--- src/rtl/pipe_store_buffer.sv ---
// pipe_store_buffer
//
// Write buffer between the MEM stage and data memory. Stores are queued in a
// circular FIFO and drained to memory one at a time under a mem_we/mem_ack
// handshake. Loads are forwarded from buffered stores (youngest match wins),
// so the pipeline never observes stale memory.
//
// Handshakes:
//   store side : a store is taken on a rising edge when st_valid & st_ready.
//   memory side: the head entry is presented while mem_we is high and retires
//                on a rising edge when mem_we & mem_ack. mem_addr/mem_w_data
//                stay stable until that edge.
//
// Optional feature (macro STBUF_COALESCE_EN): a store whose address equals
// the youngest entry (when at least two entries are buffered) overwrites that
// entry's data instead of allocating, and is accepted even when full.
//
// Ports:
//   clock, reset         : single clock, synchronous active-high reset
//   st_valid/st_addr/st_data/st_ready : store input
//   ld_valid/ld_addr     : load lookup, ld_hit/ld_data combinational result
//   mem_we/mem_addr/mem_w_data/mem_ack : drain to data memory
//   empty, count         : occupancy status
module pipe_store_buffer #(
   parameter int ADDR_W = 32,
   parameter int DATA_W = 32,
   parameter int DEPTH  = 4
) (
   input  logic                       clock,
   input  logic                       reset,
   input  logic                       st_valid,
   input  logic [ADDR_W-1:0]          st_addr,
   input  logic [DATA_W-1:0]          st_data,
   output logic                       st_ready,
   input  logic                       ld_valid,
   input  logic [ADDR_W-1:0]          ld_addr,
   output logic                       ld_hit,
   output logic [DATA_W-1:0]          ld_data,
   output logic                       mem_we,
   output logic [ADDR_W-1:0]          mem_addr,
   output logic [DATA_W-1:0]          mem_w_data,
   input  logic                       mem_ack,
   output logic                       empty,
   output logic [$clog2(DEPTH):0]     count
);

   localparam int PW = $clog2(DEPTH);
   localparam int CW = PW + 1;

   logic [ADDR_W-1:0] addr_q [DEPTH];
   logic [DATA_W-1:0] data_q [DEPTH];
   logic [PW-1:0]     rd_ptr_q, rd_ptr_d;
   logic [PW-1:0]     wr_ptr_q, wr_ptr_d;
   logic [CW-1:0]     count_q, count_d;

   logic              push;
   logic              pop;
   logic              coalesce_hit;
   logic              coalesce_wr;
   logic [PW-1:0]     youngest_idx;
   logic              any_match;
   logic [DATA_W-1:0] fwd_data;
   logic [PW-1:0]     fwd_idx;

   assign youngest_idx = wr_ptr_q - PW'(1);

`ifdef STBUF_COALESCE_EN
   // With two or more entries the youngest is never the head on the bus,
   // so rewriting its data cannot disturb an in-flight memory write.
   assign coalesce_hit = (count_q >= CW'(2)) && (addr_q[youngest_idx] == st_addr);
`else
   assign coalesce_hit = 1'b0;
`endif

   assign st_ready    = (count_q != CW'(DEPTH)) | coalesce_hit;
   assign coalesce_wr = st_valid & coalesce_hit;
   assign push        = st_valid & st_ready & ~coalesce_hit;
   assign mem_we      = (count_q != '0);
   assign pop         = mem_we & mem_ack;

   assign mem_addr    = addr_q[rd_ptr_q];
   assign mem_w_data  = data_q[rd_ptr_q];
   assign empty       = (count_q == '0);
   assign count       = count_q;

   // Walk entries from oldest to youngest; a later match overrides an
   // earlier one, so the youngest matching entry supplies the data.
   always_comb begin
      any_match = 1'b0;
      fwd_data  = '0;
      fwd_idx   = '0;
      for (int i = 0; i < DEPTH; i++) begin
         fwd_idx = rd_ptr_q + PW'(i);
         if ((CW'(i) < count_q) && (addr_q[fwd_idx] == ld_addr)) begin
            any_match = 1'b1;
            fwd_data  = data_q[fwd_idx];
         end
      end
   end

   assign ld_hit  = ld_valid & any_match;
   assign ld_data = ld_hit ? fwd_data : '0;

   always_comb begin
      rd_ptr_d = rd_ptr_q;
      wr_ptr_d = wr_ptr_q;
      count_d  = count_q;
      if (push) wr_ptr_d = wr_ptr_q + PW'(1);
      if (pop)  rd_ptr_d = rd_ptr_q + PW'(1);
      if (push && !pop)      count_d = count_q + CW'(1);
      else if (pop && !push) count_d = count_q - CW'(1);
   end

   always_ff @(posedge clock) begin
      if (reset) begin
         rd_ptr_q <= '0;
         wr_ptr_q <= '0;
         count_q  <= '0;
         for (int i = 0; i < DEPTH; i++) begin
            addr_q[i] <= '0;
            data_q[i] <= '0;
         end
      end else begin
         rd_ptr_q <= rd_ptr_d;
         wr_ptr_q <= wr_ptr_d;
         count_q  <= count_d;
         if (push) begin
            addr_q[wr_ptr_q] <= st_addr;
            data_q[wr_ptr_q] <= st_data;
         end
         if (coalesce_wr) begin
            data_q[youngest_idx] <= st_data;
         end
      end
   end

endmodule

--- config.mk ---
export PLATFORM = sky130hd
export DESIGN_NAME = pipe_store_buffer
export DESIGN_NICKNAME = d
export VERILOG_FILES = /design/src/rtl/pipe_store_buffer.sv
export SDC_FILE = /design/constraint.sdc
export NUM_CORES = 1
export LEC_CHECK = 0
export CAP_MARGIN = 20
export CORE_UTILIZATION = 50
export DETAILED_ROUTE_END_ITERATION = 8
export PLACE_DENSITY = 0.8
export SLEW_MARGIN = 0
export SYNTH_ARGS = -nofsm -noshare
export SYNTH_HDL_FRONTEND = slang
export SYNTH_SLANG_ARGS = --single-unit
--- constraint.sdc ---
create_clock -name clock -period 6.6 [get_ports clock]
set_input_delay 0.99 -clock clock [delete_from_list [all_inputs] [get_ports clock]]
set_output_delay 0.99 -clock clock [all_outputs]
set_load 0.05 [all_outputs]
* Word-level counts from Yosys, hierarchy flattened
Memory sizes are Yosys's and may differ from the RTL's. A register that Yosys moved wholly into a read port is not among the register bits.
Index checks and enable logic that the tools add are counted.
Widths: inputs -> output; s select.
** Storage, ports and cells
- Bits in registers :: 7
- RAM bits :: 256
- Input port bits :: 101
- Output and inout bits :: 103
- Word-level logic and storage cells :: 62
- Memories :: 2
** Memory list
- addr_q :: depth 4, bits a word 32, rd ports 4, clocked after memory_dff 1, wr ports 4, line 50 : logic [ADDR_W-1:0] addr_q [DEPTH];
- data_q :: depth 4, bits a word 32, rd ports 4, clocked after memory_dff 1, wr ports 4, line 51 : logic [DATA_W-1:0] data_q [DEPTH];
** Operators by class
- $add $sub $neg :: 6
- Magnitude comparators :: 4
- Equality and inequality tests :: 5
- Mux-type cells :: 26
- Bitwise logic cells :: 3
- Reduce and logical (&&, ||, !) cells :: 13
** Operator list (number)
- $mux 32 :: 7
- $eq 32x32->1 :: 4
- $reduce_or 32->1 :: 2
- $mux 2 :: 6
- $mux 1 :: 11
- $logic_and 1x1->1 :: 6
- $lt 1x3->1 const A :: 2
- $lt 2x3->1 const A :: 2
- $mux 3 :: 2
- $add 2x1->2 const B :: 2
- $add 2x2->2 const B :: 2
- $add 3x1->3 const B :: 1
- $and 1x1->1 :: 3
- $logic_not 3->1 :: 1
- $ne 3x3->1 const B :: 1
- $reduce_bool 3->1 :: 1
- $sub 3x1->3 const B :: 1
- $logic_not 1->1 :: 2
- $reduce_bool 2->1 :: 1

* Longest topological paths before layout
An unclocked memory read counts as a cell.
- Depth in word-level cells :: 9
- Depth in mapped cells :: 16

* Least setup slack after synthesis
Ideal clock, no wire load.
- Path type :: register -> register
- Start point :: reg count_q[0], in the netlist count[0]
- End point :: mem addr_q[1][0] (enable)
- Setup time :: 0.499 ns
- Arrival :: 4.961 ns
- Slack :: 1.140 ns
- Cell stages (with the launch flop) :: 8
- Cells stage by stage :: dfxtp_1 > inv_1 > ha_1 > nand2_1 > and2_1 > clkbuf_1 > nand2_1 > o21bai_1
** RTL lines
- start: declaration :: line 54 : logic [CW-1:0] count_q, count_d;
- start signal: assignment :: line 126 : count_q <= count_d;
- end: declaration :: line 50

* Worst setup path in the final report
- Start point :: reg rd_ptr_q[0]
- End point :: out ld_data[9]
** Between the ends
- Longest elaborated chain between the ends :: 9
** Ends and longest elaborated chain
- start: declaration :: line 52 : logic [PW-1:0] rd_ptr_q, rd_ptr_d;
- start signal: assignment :: line 124 : rd_ptr_q <= rd_ptr_d;
- $add 2x1->2 :: line 93 : fwd_idx = rd_ptr_q + PW'(i);
- $mem_v2 4x32
- $eq 32x32->1 :: line 94 : if ((CW'(i) < count_q) && (addr_q[fwd_idx] == ld_addr)) begin
- $logic_and 1x1->1 :: line 94
- $mux 1 (3 in series) :: line 94
- $and 1x1->1 :: line 101 : assign ld_hit = ld_valid & any_match;
- $mux 32 (*) :: line 102 : assign ld_data = ld_hit ? fwd_data : '0;
- end: declaration :: line 38 : output logic [DATA_W-1:0] ld_data,
Every way passes the cells marked *; elsewhere a longest branch is shown, timed or not.

==> run metrics <==
Final nets=1814; CTS Hold Bufs=0; Post-synth ARST share=0%; drt pass-1 iters=7; PostCTS Resize Cnt=0; Max VDD drop=287 uV; outcome=finished clean; Routed Antenna Nets=0; unrepaired setup endpoints after global routing=no; Synth Register Bits=265; Port Buffer Count=203; CTS H-tree depth=1; CTS max path bufs=3; CP required=5.61 ns; Critical Path End Type=output port; Via Count=14177; Final HPWL DP=36900 um; FF-to-FF path depth=7; post-CTS setup buffers=0; CP Launch Type=register; initial DRC count=1280; core area=37000 um^2; unique cell type count in the Yosys netlist=63; max_slew headroom=26.9%; clk root buf=clkbuf_16; largest net degree at the start of global routing=87; Tightest Pin Transition=1.10 ns; Final Max Slew Viols=0; first-pass GRT wire length=83400 um; Core Rows=70; Starting Density=51.2%; Max Clock Skew=0.0125 ns; setup tns final=0 ns; clock-pin slew on the worst setup and hold paths=0.06 ns; mean cell area of the mapped netlist=12.0 um^2; Tcrit/Tclk final=96.4%; post-DR wirelength/cell=24.8 um; Post-Route WL=55500 um; placement-stage cell area=21300 um^2; die height=197 um; CP max FO=29; Hold WS=0.640 ns; Worst Slack Setup Final=0.235 ns; TritonCTS clock tree=built; final hold violations=0; initial antenna violation count=5; share of layout cells above drive strength 1=23.1%; maximum clock frequency=157 MHz; critical setup path kind=register to output port; Total GRT Usage=28.7%; number of synthesized flops with an enable pin=256; setup violators final=0; vias in the first global route=13985; P&R area growth vs syn=17.4%; Seq/Total Area, Yosys=41.5%; commonest register cell after synthesis=edfxtp_1; # Max-Cap Violations=0; Post-Syn Area=18900 um^2; HP Class=register to register; CTS buffer count=30; syn nets=1683; DR vias/cell=6.33; Clk Latency, worst-skew pair=0.58 ns; die area=38700 um^2; io pins=204; yosys warns=0; Post-Layout Inst Area=22200 um^2; Mapped Cells=1577; GRT Residual Overflow=0; Layout Utilization=60.2%; critical path arrival=5.37 ns; width of the die=197 um; CTS Sinks=265; WHS Path Cells=2; P per Cell Area=375 nW/um^2; Final min period=6.36 ns; Leakage=0.00752 uW; drt drc=0; DP Worst Slack=0.725 ns; RD Place Congestion=0.950
## layout by cell type (no fill, tap or decap), types with 7 or more instances in the layout
cell	Yosys	routed
edfxtp_1	256	256
clkdlybuf4s50_1	0	185
mux4_2	164	164
nor2_1	147	147
nand2_1	139	138
mux2i_1	97	97
xnor2_1	85	85
mux2_2	74	74
o21ai_0	72	72
inv_1	71	71
and2_1	66	66
buf_4	6	54
nand3_1	40	40
a21oi_1	38	38
xor2_1	34	34
a221oi_2	30	30
clkbuf_16	0	30
nand4_1	20	20
clkinv_2	0	9
nor4_1	8	8
a21oi_2	7	7
clkinv_1	1	7
## cell families (layout without fill, tap and decap cells)
group	after synthesis	count (layout)	share of synthesized area, %
AOI/OAI and AO/OA	193	193	7.62
xor gates and xnor gates	119	119	5.50
adders and majority gates	5	5	0.330
buffers and inverters	217	371	5.24
DFF	265	265	41.5
muxes	335	335	29.0
other	0	4	0
and+or+nand+nor	443	443	10.7
## power by group
| group | leakage, uW | switching (uW) | internal [uW] | total, uW |
|---|---|---|---|---|
| clock network | 0.000458 | 692 | 908 | 1600 |
| logic | 0.00432 | 2450 | 1840 | 4290 |
| registers | 0.00274 | 329 | 2120 | 2450 |
## final timing paths
path | slack, ns | from | endpoint
min | 0.64 | count[1] | count[1]
max reg2reg | 3.19 | count[0] | addr_q[1][9]
min reg2reg | 0.64 | count[1] | count[1]
max | 0.24 | rd_ptr_q[0] | ld_data[9]
## cell usage after synthesis (11+ instances only)
| master | n | area share, % |
|---|---|---|
| a221oi_2 | 30 | 2.4 |
| nand2_1 | 139 | 2.8 |
| a21oi_1 | 38 | 1.0 |
| nand4_1 | 20 | 0.66 |
| mux4_2 | 164 | 19 |
| nand3_1 | 40 | 1.1 |
| o21ai_0 | 72 | 1.9 |
| mux2_2 | 74 | 4.4 |
| edfxtp_1 | 256 | 41 |
| nor2_1 | 147 | 2.9 |
| buf_2 | 37 | 0.98 |
| inv_1 | 71 | 1.4 |
| and2_1 | 66 | 2.2 |
| clkbuf_1 | 65 | 1.3 |
| buf_6 | 11 | 0.65 |
| mux2i_1 | 97 | 5.1 |
| xor2_1 | 34 | 1.6 |
| xnor2_1 | 85 | 3.9 |
| buf_1 | 24 | 0.48 |
## metal layers
metal	wire, um	track usage, %	vias up	part of all wire, %
met5	25	0	-	0.045
met3	5440	5.10	115	9.8
li1	-	-	6209	-
met2	27200	47.8	804	49
met1	21000	37.6	7045	38
met4	1820	10.9	4	3.3
## sequential cells by signal, summed over array words and instances (netlist names), named ones only
signal / cells
addr_q: 128
count: 3
data_q: 128
rd_ptr_q: 2
wr_ptr_q: 2
## stage by stage
step	power, uW	instances
floorplan	5550	1577
global placement	6670	2180
detailed placement	6740	2180
CTS	8340	2235
global route	8670	2238
finish	8340	2239
## cell type report
cell class | instances | area (um^2)
fillers | 2911 | 14700
clock buffers | 33 | 762
inverters | 72 | 270
well taps | 504 | 631
flip-flops and latches | 265 | 7880
multi-input cells | 1095 | 10100
repair buffers | 244 | 2360
diodes | 4 | 10.0
clock inverters | 22 | 175
## worst max-delay path: stages (launching register included)
cell             delay [ns]
dfxtp_4                0.72
buf_12                 0.30
mux4_2                 0.55
xnor2_1                0.27
nand4_1                0.22
nor4_1                 0.54
and3_2                 0.63
mux2_2                 0.26
nand3_1                0.09
a221oi_2               0.33
clkdlybuf4s50_1        0.86
Power figures use the tool's default switching activity.
